===== src/rtl/uart_pkg.sv =====
// ============================================================================
// uart_pkg : shared UART types and the parity helper used by TX and RX.
// Revision : 1.0
// ============================================================================
`default_nettype none

package uart_pkg;

    typedef enum logic [2:0] {
        IDLE   = 3'd0,
        START  = 3'd1,
        DATA   = 3'd2,
        PARITY = 3'd3,
        STOP   = 3'd4
    } tx_state_t;

    localparam int c_MAX_DATA_WIDTH = 9;

    // Caller zero-extends narrower payloads; zeros do not change the XOR.
    function automatic logic calc_parity(input logic [c_MAX_DATA_WIDTH-1:0] data,
                                         input logic                        odd);
        return (^data) ^ odd;
    endfunction

endpackage

`default_nettype wire


===== src/rtl/uart_tx_fifo.sv =====
// ============================================================================
// uart_tx_fifo : synchronous FIFO with occupancy count and wrap-bit pointers.
// Revision     : 1.0
// ============================================================================
`default_nettype none

module uart_tx_fifo #(
    parameter int WIDTH = 8,
    parameter int DEPTH = 4
) (
    input  logic                     clk,
    input  logic                     rst,
    input  logic                     push,
    input  logic [WIDTH-1:0]         wr_data,
    input  logic                     pop,
    output logic [WIDTH-1:0]         rd_data,
    output logic                     full,
    output logic                     empty,
    output logic [$clog2(DEPTH):0]   count
);

    localparam int             c_AW      = $clog2(DEPTH);
    localparam logic [c_AW:0]  c_PTR_ONE = (c_AW+1)'(1);

    logic [c_AW:0]      r_wr_ptr;
    logic [c_AW:0]      r_rd_ptr;
    logic [WIDTH-1:0]   r_mem [DEPTH];
    logic               w_push;
    logic               w_pop;

    assign w_push = push && !full;
    assign w_pop  = pop && !empty;

    always_ff @(posedge clk or posedge rst) begin
        if (rst) begin
            r_wr_ptr <= '0;
            r_rd_ptr <= '0;
        end else begin
            if (w_push)
                r_wr_ptr <= r_wr_ptr + c_PTR_ONE;
            if (w_pop)
                r_rd_ptr <= r_rd_ptr + c_PTR_ONE;
        end
    end

    always_ff @(posedge clk) begin
        if (w_push)
            r_mem[r_wr_ptr[c_AW-1:0]] <= wr_data;
    end

    // The extra MSB distinguishes full (lap ahead) from empty (same lap).
    assign empty   = (r_wr_ptr == r_rd_ptr);
    assign full    = (r_wr_ptr[c_AW] != r_rd_ptr[c_AW]) &&
                     (r_wr_ptr[c_AW-1:0] == r_rd_ptr[c_AW-1:0]);
    assign count   = r_wr_ptr - r_rd_ptr;
    assign rd_data = r_mem[r_rd_ptr[c_AW-1:0]];

endmodule

`default_nettype wire


===== src/rtl/uart_tx_gen.sv =====
// ============================================================================
// uart_tx_gen : FIFO-fed UART transmitter with runtime prescaler and framing.
// Revision    : 1.0
// ============================================================================
`default_nettype none

module uart_tx_gen
    import uart_pkg::*;
#(
    parameter int DATA_WIDTH  = 8,
    parameter int FIFO_DEPTH  = 4,
    parameter int PRESC_WIDTH = 8
) (
    input  logic                          clk,
    input  logic                          rst,
    input  logic [DATA_WIDTH-1:0]         p_data,
    input  logic                          data_valid,
    output logic                          data_ready,
    input  logic                          par_en,
    input  logic                          par_type,
    input  logic                          stop2,
    input  logic [PRESC_WIDTH-1:0]        prescale,
    output logic                          tx_out,
    output logic                          busy,
    output logic [$clog2(FIFO_DEPTH):0]   fifo_count
);

    localparam int                     c_BIT_W    = $clog2(DATA_WIDTH);
    localparam logic [c_BIT_W-1:0]     c_LAST_BIT = c_BIT_W'(DATA_WIDTH - 1);
    localparam logic [c_BIT_W-1:0]     c_BIT_ONE  = c_BIT_W'(1);
    localparam logic [PRESC_WIDTH-1:0] c_P_ONE    = PRESC_WIDTH'(1);

    tx_state_t               r_state;
    logic [DATA_WIDTH-1:0]   r_shift;
    logic [c_BIT_W-1:0]      r_bit_cnt;
    logic [PRESC_WIDTH-1:0]  r_presc_cnt;
    logic [PRESC_WIDTH-1:0]  r_presc_lat;
    logic                    r_par_bit;
    logic                    r_par_en;
    logic                    r_stop2;
    logic                    r_tx;

    logic [DATA_WIDTH-1:0]   w_fifo_data;
    logic                    w_full;
    logic                    w_empty;
    logic                    w_pop;
    logic                    w_tick;
    logic                    w_last_stop;
    logic [PRESC_WIDTH-1:0]  w_presc_eff;

    uart_tx_fifo #(
        .WIDTH (DATA_WIDTH),
        .DEPTH (FIFO_DEPTH)
    ) u_fifo (
        .clk     (clk),
        .rst     (rst),
        .push    (data_valid),
        .wr_data (p_data),
        .pop     (w_pop),
        .rd_data (w_fifo_data),
        .full    (w_full),
        .empty   (w_empty),
        .count   (fifo_count)
    );

    assign w_presc_eff = (prescale == '0) ? c_P_ONE : prescale;
    assign w_tick      = (r_presc_cnt == (r_presc_lat - c_P_ONE));
    assign w_last_stop = !r_stop2 || (r_bit_cnt == c_BIT_ONE);

    // A new frame starts from IDLE, or straight out of the final stop bit.
    assign w_pop = !w_empty &&
                   ((r_state == IDLE) || ((r_state == STOP) && w_tick && w_last_stop));

    always_ff @(posedge clk or posedge rst) begin
        if (rst) begin
            r_state     <= IDLE;
            r_shift     <= '0;
            r_bit_cnt   <= '0;
            r_presc_cnt <= '0;
            r_presc_lat <= c_P_ONE;
            r_par_bit   <= 1'b0;
            r_par_en    <= 1'b0;
            r_stop2     <= 1'b0;
            r_tx        <= 1'b1;
        end else if (w_pop) begin
            r_state     <= START;
            r_tx        <= 1'b0;
            r_shift     <= w_fifo_data;
            r_par_bit   <= calc_parity(c_MAX_DATA_WIDTH'(w_fifo_data), par_type);
            r_par_en    <= par_en;
            r_stop2     <= stop2;
            r_presc_lat <= w_presc_eff;
            r_presc_cnt <= '0;
            r_bit_cnt   <= '0;
        end else if (r_state != IDLE) begin
            if (!w_tick) begin
                r_presc_cnt <= r_presc_cnt + c_P_ONE;
            end else begin
                r_presc_cnt <= '0;
                case (r_state)
                    START: begin
                        r_state   <= DATA;
                        r_tx      <= r_shift[0];
                        r_bit_cnt <= '0;
                    end
                    DATA: begin
                        if (r_bit_cnt == c_LAST_BIT) begin
                            r_bit_cnt <= '0;
                            if (r_par_en) begin
                                r_state <= PARITY;
                                r_tx    <= r_par_bit;
                            end else begin
                                r_state <= STOP;
                                r_tx    <= 1'b1;
                            end
                        end else begin
                            r_shift   <= r_shift >> 1;
                            r_tx      <= r_shift[1];
                            r_bit_cnt <= r_bit_cnt + c_BIT_ONE;
                        end
                    end
                    PARITY: begin
                        r_state   <= STOP;
                        r_tx      <= 1'b1;
                        r_bit_cnt <= '0;
                    end
                    STOP: begin
                        if (!w_last_stop)
                            r_bit_cnt <= c_BIT_ONE;
                        else
                            r_state <= IDLE;
                        r_tx <= 1'b1;
                    end
                    default: begin
                        r_state <= IDLE;
                        r_tx    <= 1'b1;
                    end
                endcase
            end
        end
    end

    assign tx_out     = r_tx;
    assign busy       = (r_state != IDLE) || !w_empty;
    assign data_ready = !w_full;

endmodule

`default_nettype wire


===== config.mk =====
export PLATFORM = sky130hd
export DESIGN_NAME = uart_tx_gen
export DESIGN_NICKNAME = d
export VERILOG_FILES = /design/src/rtl/uart_pkg.sv /design/src/rtl/uart_tx_fifo.sv /design/src/rtl/uart_tx_gen.sv
export SDC_FILE = /design/constraint.sdc
export NUM_CORES = 1
export LEC_CHECK = 0
export ABC_CLOCK_PERIOD_IN_PS = 2800
export CAP_MARGIN = 40
export CORE_ASPECT_RATIO = 0.9
export CORE_MARGIN = 4
export CORE_UTILIZATION = 60
export CTS_BUF_LIST = sky130_fd_sc_hd__clkbuf_2 sky130_fd_sc_hd__clkbuf_4 sky130_fd_sc_hd__clkbuf_8
export CTS_CLUSTER_DIAMETER = 40
export DETAILED_ROUTE_END_ITERATION = 8
export PLACE_DENSITY_LB_ADDON = 0.05
export SYNTH_ARGS = -nofsm -noshare
export SYNTH_HDL_FRONTEND = slang
export SYNTH_SLANG_ARGS = --single-unit

===== constraint.sdc =====
create_clock -name clk -period 2.8 [get_ports clk]
set_input_delay 0.42 -clock clk [delete_from_list [all_inputs] [get_ports clk]]
set_output_delay 0.42 -clock clk [all_outputs]
set_load 0.01 [all_outputs]

; Word-level counts from Yosys, hierarchy flattened
; Memory sizes are Yosys's and may differ from the RTL's.
; Cells that the tools add are included.
[op_classes]
addsub = 6
n_eq_ne = 14
muxes = 30
bitwise_logic = 1
reduce_logical = 25
[op_table]
columns = cell, n
row1 = $mux 8, 9
row2 = $mux 3, 11
row3 = $pmux 3 s4, 1
row4 = $reduce_and 4->1, 3
row5 = $add 3x1->3 const B, 3
row6 = $ne 3x2->1 const B, 3
row7 = $pmux 3 s3, 1
row8 = $reduce_xor 9->1, 1
row9 = $add 8x1->8 const B, 1
row10 = $eq 8x8->1, 1
row11 = $logic_not 8->1, 1
row12 = $sub 8x1->8 const B, 1
row13 = $mux 1, 7
row14 = $eq 3x1->1 const B, 2
row15 = $eq 3x2->1 const B, 2
row16 = $eq 3x3->1 const B, 2
row17 = $logic_and 1x1->1, 6
row18 = $reduce_bool 2->1, 3
row19 = $reduce_bool 4->1, 1
row20 = $eq 3x3->1, 1
row21 = $logic_not 1->1, 3
row22 = $logic_not 3->1, 1
row23 = $logic_or 1x1->1, 3
row24 = $reduce_bool 3->1, 1
row25 = other kinds (8), 8
[totals]
reg_bits = 40
ramBits = 32
inputBits = 22
output_inout_bits = 6
n_memories = 1
[memory_table]
columns = name, depth, word_bits, read_ports, rd_clocked_by_memory_dff, write_ports, line
row1 = u_fifo.r_mem, 4, 8, 1, 0, 1, uart_tx_fifo.sv:27  ; logic [WIDTH-1:0] r_mem [DEPTH];

; Logic depth before layout (Yosys ltp)
[depth]
depth_word = 8
mapped_depth = 11
mapped_depth_nobuf = 10

; By module
; Synthesis repeated with hierarchy kept, for this count alone.
[unflattened]
cells_unflattened = 299
hier_area_um2 = 3659.8
[modules_own_cells]
columns = mod, instances, cells_per_inst, area_per_inst_um2, seq_area_each_um2
row1 = uart_tx_gen, 1, 212, 2048.2, 853.3
row2 = uart_tx_fifo, 1, 87, 1611.5, 1111.1

; Worst setup path before layout
; No wires, ideal clock.
[synth_timing]
path_type = register -> register
start = register r_presc_lat[0]
end = register r_par_en
setup_time_ns = 0.125
arrival_time_ns = 2.310
required_ns = 2.675
setup_slack_ns = 0.365
stages_incl_launch_ff = 11
synth_period_minus_slack_ns = 2.435
cell_sequence = dfstp_2 -> inv_1 -> ha_1 -> xor2_1 -> o211ai_1 -> a311oi_2 -> o2111ai_2 -> o22a_1 -> buf_6 -> buf_8 -> mux2_4
[synth_via]
elab_chain_cells = 6
[synth_rtl]
columns = element, line
row1 = "start, declared", uart_tx_gen.sv:37  ; logic [PRESC_WIDTH-1:0] r_presc_lat;
row2 = "start signal, assigned", uart_tx_gen.sv:80  ; r_presc_lat <= c_P_ONE;
row3 = "start signal, assigned", uart_tx_gen.sv:92  ; r_presc_lat <= w_presc_eff;
row4 = $sub 8x1->8, uart_tx_gen.sv:67  ; assign w_tick = (r_presc_cnt == (r_presc_lat - c_P_ONE));
row5 = $eq 8x8->1, uart_tx_gen.sv:67
row6 = $logic_and 1x1->1 (2 in a row), uart_tx_gen.sv:72  ; ((r_state == IDLE) || ((r_state == STOP) && w_tick && w_last_stop));
row7 = $logic_or 1x1->1, uart_tx_gen.sv:72
row8 = $logic_and 1x1->1, uart_tx_gen.sv:71  ; assign w_pop = !w_empty &&
row9 = "end signal, assigned", uart_tx_gen.sv:90  ; r_par_en <= par_en;
row10 = "end, declared", uart_tx_gen.sv:39  ; logic r_par_en;
; Every way passes these cells.
; A chain may end at the register's enable or synchronous reset.

; Final worst setup path
[layout_timing]
start = register u_fifo.r_wr_ptr[0]
end = output busy
[layout_via]
elab_chain_cells = 3
[layout_rtl]
columns = element, line
row1 = "start, declared", uart_tx_fifo.sv:25  ; logic [c_AW:0] r_wr_ptr;
row2 = "start signal, assigned", uart_tx_fifo.sv:40  ; r_wr_ptr <= r_wr_ptr + c_PTR_ONE;
row3 = $eq 3x3->1, uart_tx_fifo.sv:52  ; assign empty = (r_wr_ptr == r_rd_ptr);
row4 = $logic_not 1->1, uart_tx_gen.sv:144  ; assign busy = (r_state != IDLE) || !w_empty;
row5 = $logic_or 1x1->1, uart_tx_gen.sv:144
row6 = "end, declared", uart_tx_gen.sv:24  ; output logic busy,
; Every way passes these cells.

==> qor.yml <==
synth:
  synth.distinct_cells: 50
  most_instantiated_cells_after_synthesis: "38 x sky130_fd_sc_hd__dfrtp_1, 32 x sky130_fd_sc_hd__edfxtp_1, 26 x sky130_fd_sc_hd__nor2_1"
  synth_cells: 281
  yosys.area.top_type_share: 0.269
  postSynthAreaPerCell_um2: 12.7
  postSynthNetCount: 316
  ys_seq_area_frac: 0.551
  post_synth_main_area_contributors: "sky130_fd_sc_hd__edfxtp_1 27%, sky130_fd_sc_hd__dfrtp_1 27%, sky130_fd_sc_hd__mux4_2 5.1%, sky130_fd_sc_hd__xnor2_1 4.4%, sky130_fd_sc_hd__ha_1 4.2%"
  yosys_register_bits: 72
  synth_area_leader_cell: "sky130_fd_sc_hd__edfxtp_1"
  syn-cell-area_um2: 3570
  postSynth.topFlopCell: "sky130_fd_sc_hd__dfrtp_1"
  edff_count_synth: 32
  synth-async-reset-ratio: 0.556
  library_cell_with_the_highest_instance_count_after_synthesis: "sky130_fd_sc_hd__dfrtp_1"
  synth-warning-count: 0
detailed_routing:
  detailroute.via_count: 2188
  drc: 0
  postRouteAntennaNets: 0
  wire_per_inst_um: 16.2
  first_pass_iters: 4
  via_per_inst: 5.57
  first_iter_violations: 80
  wirelength_um: 6360
critical_path:
  end_kind: "output pin"
  worst-path-max-fanout: 4
  timing_worst_setup_path_type: "flop to output pin"
  arrival_ns: 2.21
  critical_path.startpoint_type: "flop"
  worstPathRequired_ns: 2.38
  reg2reg_depth: 9
final_layout:
  fillCellCount: 396
  syn_to_final_growth_pct: 17.4
  postLayoutCoreUtil: 0.731
  fin_area_um2: 4190
  layout.nets: 353
  antenna_cells: 0
  final_cells: 393
  share_of_cells_above_drive_strength_1: 0.158
timing:
  min_period_ns: 2.63
  grt_setup_unrepaired: "no"
  fin_hold_ws_ns: 0.485
  max_freq_mhz: 380
  final_max_slew_viol_count: 0
  post-route-worst-setup-slack_ns: 0.167
  setup_total_negative_slack_ns: 0
  timing.final.hold_violations: 0
  count_of_final_setup_violators: 0
  timing_worst_slew_pin_value_ns: 0.510
  slew-limit-headroom: 0.660
  timing.clock.skew_ns: 0.00821
  finalCritPeriodShare: 0.940
floorplanning:
  floorplan.die_area_um2: 7240
  die_height_um: 81.2
  floorplan.initialDensity: 0.623
  i_o_pin_total: 28
  floorplan.rows: 26
  floorplan_core_area_um2: 5730
  die_x_um: 89.3
pwr:
  leakage_nw: 1.67
  design_power_total_mw: 5.08
  pwr_density_cell_nw_per_um2: 1210
  max-vdd-ir-drop_mv: 0.951
placement:
  dp_hpwl_um: 4560
  port_buffers: 27
  detailed_place.area_um2: 3930
  placed_cells: 377
  place.gp.congestion: 0.871
  pre_cts_slack_ns: 0.143
global_routing:
  overflow: 0
  first_global_vias: 2177
  grt_use_total: 0.198
  largest_net_degree_at_the_start_of_global_routing: 41
  grt_antenna_before_repair: 0
  grt_first_pass_wirelength_um: 10800
clocking:
  number_of_buffers_created_by_cts: 9
  cts_clock_pin_slew_for_the_worst_setup_and_hold_paths_ns: 0.08
  clockRootBuffer: "sky130_fd_sc_hd__clkbuf_8"
  clock_tree.buffer_depth: 2
  clock_tree.htree_level_count: 3
  cts_hold_repair.buffers: 0
  worst_skew_pair_later_pin_latency_ns: 0.34
  tritoncts_num_sinks: 72
  tritoncts: "yes"
status:
  outcome: "completed"
job:
  cap_violations: 0
min_path:
  min_path_type: "input pin to asynchronous set/reset pin"
layout make-up:
class	count	area, um^2	area share
tap	70	87.6	0.0209
sequential	72	1960	0.469
timing repair buffer	35	330	0.0789
clock buffer	10	131	0.0314
multi-input combinational	185	1510	0.360
inverter	15	56.3	0.0134
clock inverter	6	108	0.0257
state kept, by name, indices dropped and copies added (netlist names):
signal / flops
r_presc_lat: 8
r_par_en: 1
r_state: 3
u_fifo.r_mem: 32
u_fifo.r_wr_ptr: 3
r_par_bit: 1
tx_out: 1
r_stop2: 1
u_fifo.r_rd_ptr: 3
r_shift: 8
r_presc_cnt: 8
r_bit_cnt: 3
path summary, 6_finish.rpt:
check	startpoint	end	slack (ns)
max	u_fifo.r_wr_ptr[0]	busy	0.17
min	rst	r_presc_cnt[0]	0.49
max reg2reg	r_presc_lat[0]	r_state[1]	0.18
min reg2reg	r_par_bit	r_par_bit	0.49
max in group asynchronous	rst	r_presc_lat[0]	1.93
min in group clk	r_par_bit	r_par_bit	0.49
cells in the final DEF (no fill, tap or decap), types with 9 or more instances in the layout:
master,Yosys,final
sky130_fd_sc_hd__a21oi_1,12,12
sky130_fd_sc_hd__clkbuf_8,0,9
sky130_fd_sc_hd__clkdlybuf4s50_1,0,27
sky130_fd_sc_hd__dfrtp_1,38,38
sky130_fd_sc_hd__edfxtp_1,32,32
sky130_fd_sc_hd__ha_1,12,11
sky130_fd_sc_hd__inv_1,15,15
sky130_fd_sc_hd__nand2_1,12,12
sky130_fd_sc_hd__nor2_1,26,26
sky130_fd_sc_hd__o21ai_0,11,11
sky130_fd_sc_hd__xnor2_1,18,18
sky130_fd_sc_hd__xor2_1,9,9
routing by layer:
| metal | vias up | track usage | wire length, um |
|---|---|---|---|
| met1 | 1051 | 0.302 | 3270 |
| met5 | - | 0 | 0 |
| met4 | 0 | 0.0670 | 63 |
| li1 | 1094 | - | - |
| met3 | 8 | 0.0456 | 217 |
| met2 | 35 | 0.281 | 2810 |
logic make-up (layout without fill, tap and decap cells):
group	Yosys count	count (layout)	synth area share
buffers and inverters	24	66	0.0319
xor gates and xnor gates	27	27	0.0663
adders and majority gates	13	13	0.0477
muxes	26	26	0.112
AOI/OAI and AO/OA	43	43	0.0814
DFF	72	72	0.551
and+or+nand+nor	76	76	0.110
worst max-delay path: stages (launching register included):
cell and delay (ns):
sky130_fd_sc_hd__dfrtp_1 0.37, sky130_fd_sc_hd__inv_1 0.13, sky130_fd_sc_hd__ha_4 0.30, sky130_fd_sc_hd__nand2_1 0.07, sky130_fd_sc_hd__or2_2 0.30, sky130_fd_sc_hd__nor2_1 0.14, sky130_fd_sc_hd__inv_1 0.09, sky130_fd_sc_hd__clkdlybuf4s50_1 0.48
repair_timing:
item | in CTS | in global routing
buffers inserted | 0 | 0
endpoints found under the setup margin | 0 | 5
gates resized for setup | 0 | 2
hold endpoints to repair | 0 | 0
where the power goes:
group	total [mW]	leakage, nW	switching, mW	internal (mW)
combinational	2.32	0.777	1.14	1.18
clock	0.979	0.121	0.380	0.599
sequential	1.79	0.776	0.298	1.49
Note: power is estimated with default switching activity, not from simulation.
